[config.mk]
export PLATFORM = sky130hd
export DESIGN_NAME = gray_sync_rx
export DESIGN_NICKNAME = d
export VERILOG_FILES = /design/src/rtl/gray_cdc_pkg.sv /design/src/rtl/sync_chain.sv /design/src/rtl/gray_sync_rx.sv
export SDC_FILE = /design/constraint.sdc
export NUM_CORES = 1
export LEC_CHECK = 0
export ABC_AREA = 0
export BUFFER_PORTS_ARGS = -buffer_cell sky130_fd_sc_hd__buf_2
export CAP_MARGIN = 20
export CORE_MARGIN = 1.5
export CORE_UTILIZATION = 50
export CTS_BUF_LIST = sky130_fd_sc_hd__clkbuf_8
export DETAILED_ROUTE_END_ITERATION = 10
export PLACE_DENSITY_LB_ADDON = 0.3
export SLEW_MARGIN = 20
export SYNTH_ARGS = -nofsm -noshare
export SYNTH_HDL_FRONTEND = slang
export SYNTH_SLANG_ARGS = --single-unit
[constraint.sdc]
create_clock -name clk -period 2.9 [get_ports clk]
set_input_delay 0.58 -clock clk [delete_from_list [all_inputs] [get_ports clk]]
set_output_delay 0.58 -clock clk [all_outputs]
set_load 0.01 [all_outputs]
[src/rtl/gray_cdc_pkg.sv]
// Shared Gray-code helpers for the CDC counter path (source counter, receive
// stage, FIFO pointer logic). The functions work on a MAX_W-bit container:
// callers zero-extend a narrower count in and truncate the result back out.
// Zero upper bits do not change a Gray<->binary conversion or a popcount,
// so one body serves every width up to MAX_W.
package gray_cdc_pkg;

  localparam int MAX_W           = 32;
  localparam int POP_W           = $clog2(MAX_W + 1);
  localparam int SYNC_STAGES_MIN = 2;

  // Gray to binary: each binary bit is the XOR of all Gray bits at or above it.
  function automatic logic [MAX_W-1:0] gray2bin(input logic [MAX_W-1:0] g);
    logic [MAX_W-1:0] b;
    b[MAX_W-1] = g[MAX_W-1];
    for (int i = MAX_W - 2; i >= 0; i--) begin
      b[i] = b[i+1] ^ g[i];
    end
    return b;
  endfunction

  // Binary to Gray: adjacent-bit XOR.
  function automatic logic [MAX_W-1:0] bin2gray(input logic [MAX_W-1:0] b);
    return b ^ (b >> 1);
  endfunction

  // Number of set bits; used to detect multi-bit Gray steps.
  function automatic logic [POP_W-1:0] popcount(input logic [MAX_W-1:0] v);
    logic [POP_W-1:0] c;
    c = '0;
    for (int i = 0; i < MAX_W; i++) begin
      c = c + POP_W'(v[i]);
    end
    return c;
  endfunction

endpackage

[src/rtl/sync_chain.sv]
// Multi-bit flop synchronizer chain with synchronous reset. Kept as its own
// module so CDC constraints (false path / max-delay on the first stage) can
// target this instance. Depth is clamped to the minimum safe value.
module sync_chain
  import gray_cdc_pkg::*;
#(
  parameter int WIDTH       = 8,
  parameter int SYNC_STAGES = 2
) (
  input  logic             clk,
  input  logic             rst,
  input  logic [WIDTH-1:0] din,
  output logic [WIDTH-1:0] dout
);

  localparam int DEPTH = (SYNC_STAGES < SYNC_STAGES_MIN) ? SYNC_STAGES_MIN : SYNC_STAGES;

  logic [WIDTH-1:0] stage_reg [DEPTH];

  // Shift the asynchronous input through DEPTH flops every cycle.
  always_ff @(posedge clk) begin
    if (rst) begin
      for (int i = 0; i < DEPTH; i++) begin
        stage_reg[i] <= '0;
      end
    end else begin
      stage_reg[0] <= din;
      for (int i = 1; i < DEPTH; i++) begin
        stage_reg[i] <= stage_reg[i-1];
      end
    end
  end

  assign dout = stage_reg[DEPTH-1];

endmodule

[src/rtl/gray_sync_rx.sv]
// Receive side of a Gray-coded cross-domain count: synchronize, decode to
// binary, report the advance since the last accepted sample and (optionally)
// flag illegal multi-bit Gray steps.
// Optional feature macro: GRAY_SYNC_ERR_CHECK_EN enables the sticky err
// check; without it err is tied low and err_clr is ignored.
module gray_sync_rx
  import gray_cdc_pkg::*;
#(
  parameter int WIDTH       = 8,
  parameter int SYNC_STAGES = 2
) (
  input  logic             clk,
  input  logic             rst,
  input  logic [WIDTH-1:0] gray_in,
  input  logic             en,
  input  logic             err_clr,
  output logic [WIDTH-1:0] gray_sync,
  output logic [WIDTH-1:0] bin_out,
  output logic [WIDTH-1:0] delta,
  output logic             inc_pulse,
  output logic             err
);

  logic [WIDTH-1:0] bin_next;
  logic [WIDTH-1:0] acc_reg;
  logic [WIDTH-1:0] delta_reg;
  logic             inc_reg;

  sync_chain #(
    .WIDTH       (WIDTH),
    .SYNC_STAGES (SYNC_STAGES)
  ) u_sync_chain (
    .clk  (clk),
    .rst  (rst),
    .din  (gray_in),
    .dout (gray_sync)
  );

  assign bin_next = WIDTH'(gray2bin(MAX_W'(gray_sync)));

  // Accept a decoded sample when enabled; delta wraps modulo 2^WIDTH so a
  // long en=0 gap still reports the full advance at the next accept.
  always_ff @(posedge clk) begin
    if (rst) begin
      acc_reg   <= '0;
      delta_reg <= '0;
      inc_reg   <= 1'b0;
    end else if (en) begin
      acc_reg   <= bin_next;
      delta_reg <= bin_next - acc_reg;
      inc_reg   <= (bin_next != acc_reg);
    end else begin
      inc_reg   <= 1'b0;
    end
  end

  assign bin_out   = acc_reg;
  assign delta     = delta_reg;
  assign inc_pulse = inc_reg;

`ifdef GRAY_SYNC_ERR_CHECK_EN
  logic [WIDTH-1:0] prev_reg;
  logic             err_reg;
  logic             viol_next;

  assign viol_next = popcount(MAX_W'(gray_sync ^ prev_reg)) > POP_W'(1);

  // Compare consecutive synchronized values; a new violation beats err_clr.
  always_ff @(posedge clk) begin
    if (rst) begin
      prev_reg <= '0;
      err_reg  <= 1'b0;
    end else begin
      prev_reg <= gray_sync;
      err_reg  <= viol_next | (err_reg & ~err_clr);
    end
  end

  assign err = err_reg;
`else
  logic unused_err_clr;
  assign unused_err_clr = err_clr;
  assign err            = 1'b0;
`endif

endmodule

==> reports/qor.yml <==
h-tree-depth: 2
drive_above_1_share: 0.283
combPwrFrac: 0.262
overflow: 0
stdcell_area_um2: 1850
clockRootBuffer: "clkbuf_8"
leakage_nw: 0.837
slew_headroom: 0.579
start_util: 0.521
synth_warnings: 0
synth_top_family_by_area: "simple AND/OR/NAND/NOR gates"
drcViolationCount: 0
final_common_cell: "buf_2"
synthMuxAreaShare: 0.0380
internal_power_uw: 907
cts_sinks: 33
die_area_um2: 3500
clockBufferDepth: 2
r2r_slack_ns: 0.20
p_sw_uw: 386
start_kind: "register"
synth_area_per_cell_um2: 9.29
fin_skew_ns: 0.00508
largest_reg_flops: 16
fin_crit_sh: 0.930
clk_pin_slew_worst_paths_ns: 0.07
vias: 1202
place_area_um2: 1720
yosys.area_share.simple: 0.191
crit_fanout: 4
hold_viol_final: 0
ir_worst_vdd_mv: 0.429
diodes: 0
fin_ws_ns: 0.204
final_cell_mix: "buf_2, dfxtp_1, nor2b_1"
port_buffers: 35
synth.distinct_cells: 36
grtUsageTotal: 0.177
core-area_um2: 3030
max_freq_mhz: 371
grt_pass1_vias: 1128
gp_routability_congestion: 0.780
ys_dominant_reg_cell: "dfxtp_1"
via_per_inst: 4.97
drtIter0Drc: 37
io_pins: 38
wl_per_cell_um: 11.4
clk_latency_ns: 0.29
powerDensity_nw_per_um2: 697
routed_wl_um: 2750
synth_adder_area_share: 0.0681
finalCriticalPeriod_ns: 2.70
min_to: "u_sync_chain.stage_reg[0][11]$_SDFF_PP0_"
ys_seq_area_frac: 0.418
die_h_um: 59.2
die_x_um: 59.2
tightest_slew_ns: 0.631
synth_compound_area_frac: 0.104
r2r-end: "delta[4]$_SDFFE_PP0P_"
final_util: 0.612
cp.required_ns: 3.14
async_reset_ff_frac: 0
ys_seq_elements: 33
holdPathStages: 1
critPathCaptureType: "register"
antenna_found_initial: 0
area_growth_pct: 17.4
grt_pass1_wl_um: 4530
synth_nets: 190
syn-instance-count: 170
setup_violations: 0
post-place-ws_ns: 0.00906
rr_startpoint: "u_sync_chain.stage_reg[0][11]$_SDFF_PP0_"
status: "finished clean"
worstPathArrival_ns: 2.94
total_power_mw: 1.29
hpwl_um: 1980
ant_nets: 0
slew_viol_final: 0
min_from: "u_sync_chain.stage_reg[0][3]$_SDFF_PP0_"
grt_max_degree: 38
synth-xor-area-share: 0.0800
syn-cell-area_um2: 1580
cts_tree: "built"
drv_cap: 0
final_nets: 217
swShare: 0.298
numCtsBuffers: 5
critPathKind: "register to register"
dr.pass1.iters: 4
synth-edff-count: 0
reg2regPathDepth: 10
pwr-share-seq: 0.400
rows: 20
hp-class: "register to register"
tns_ns: 0
clkPwrFrac: 0.338
[what timing repair did]
| item | CTS | global route |
|---|---|---|
| resized for setup | 0 | 4 |
| hold endpoints to repair | 0 | 0 |
| endpoints found under the setup margin | 2 | 3 |
| buffers inserted | 0 | 1 |
| pin swaps | 1 | 3 |
| hold buffers | 0 | 0 |
[cell usage after synthesis, types with 2 or more instances]
cell,number,share of area
a211oi_1,6,0.029
a21oi_1,4,0.013
a31oi_1,3,0.012
buf_4,9,0.043
clkbuf_1,7,0.017
dfxtp_1,33,0.42
ha_1,7,0.055
inv_1,14,0.033
mux2i_1,6,0.038
nand2_1,4,0.0095
nand3_1,3,0.0095
nand4b_1,2,0.011
nor2_1,14,0.033
nor2b_1,19,0.075
nor3_1,6,0.019
nor4_1,2,0.0079
o211ai_1,3,0.014
o21a_1,2,0.0095
xnor2_1,8,0.044
xnor2_2,2,0.021
[per-layer routing]
| layer | part of all wire | global-route usage |
|---|---|---|
| met4 | 0.018 | 0.110 |
| met5 | 0 | 0 |
| met3 | 0.047 | 0.0742 |
| met2 | 0.53 | 0.309 |
| met1 | 0.40 | 0.171 |
[kinds of logic (layout without fill, tap and decap cells)]
group / count (synthesis) / count (layout)
AO/OA/AOI/OAI: 23 / 23
XOR/XNOR: 11 / 11
other: 1 / 1
AND/OR/NAND/NOR: 56 / 56
multiplexers: 6 / 6
adder cells (fa/ha/maj): 8 / 8
buffers and inverters: 32 / 60
flip-flops: 33 / 33
[area by class of cell]
cell class                      count  area [um^2]
Clock buffer                        5         68.8
Clock inverter                      3         46.3
Fill cell                         260         1170
Inverter                           15         56.3
Multi-Input combinational cell    105          774
Sequential cell                    33          663
Tap cell                           44         55.1
Timing Repair Buffer               37          190
[worst max-delay path by stage]
stage	start	endpoint	slack, ns
after floorplan	u_sync_chain.stage_reg[0][15]$_SDFF_PP0_	delta[4]$_SDFFE_PP0P_	0.26
after global placement	u_sync_chain.stage_reg[0][15]$_SDFF_PP0_	delta[4]$_SDFFE_PP0P_	0.1
after detailed placement	u_sync_chain.stage_reg[0][15]$_SDFF_PP0_	delta[6]$_SDFFE_PP0P_	0.009
after CTS	u_sync_chain.stage_reg[0][15]$_SDFF_PP0_	delta[6]$_SDFFE_PP0P_	0.007
after global routing	u_sync_chain.stage_reg[0][11]$_SDFF_PP0_	delta[4]$_SDFFE_PP0P_	-0.005
final	u_sync_chain.stage_reg[0][11]$_SDFF_PP0_	delta[4]$_SDFFE_PP0P_	0.20
[power by group through the flow]
stage,Clock [mW],Sequential (mW),Combinational [mW]
floorplan,0,0.540,0.239
global placement,0,0.525,0.320
detailed placement,0,0.528,0.330
CTS,0.446,0.517,0.333
global route,0.465,0.521,0.381
finish,0.437,0.517,0.339
[worst max-delay path, cell delays in order (launching register included)]
cell     delay [ns]
dfxtp_2        0.34
xnor2_1        0.16
xnor3_2        0.51
xnor2_1        0.18
ha_1           0.24
fa_1           0.39
nor2b_1        0.15
o21ai_0        0.13
and3_1         0.22
o31ai_1        0.17
and2_1         0.14
[metrics by stage]
step | std cells | hold WS, ns
3_3_place_gp | 233 | 0.416
3_5_place_dp | 233 | 0.427
4_1_cts | 241 | 0.441
2_1_floorplan | 170 | 0.414
5_1_grt | 242 | 0.458
6_report | 242 | 0.430
(Power assumes the default switching activity.)
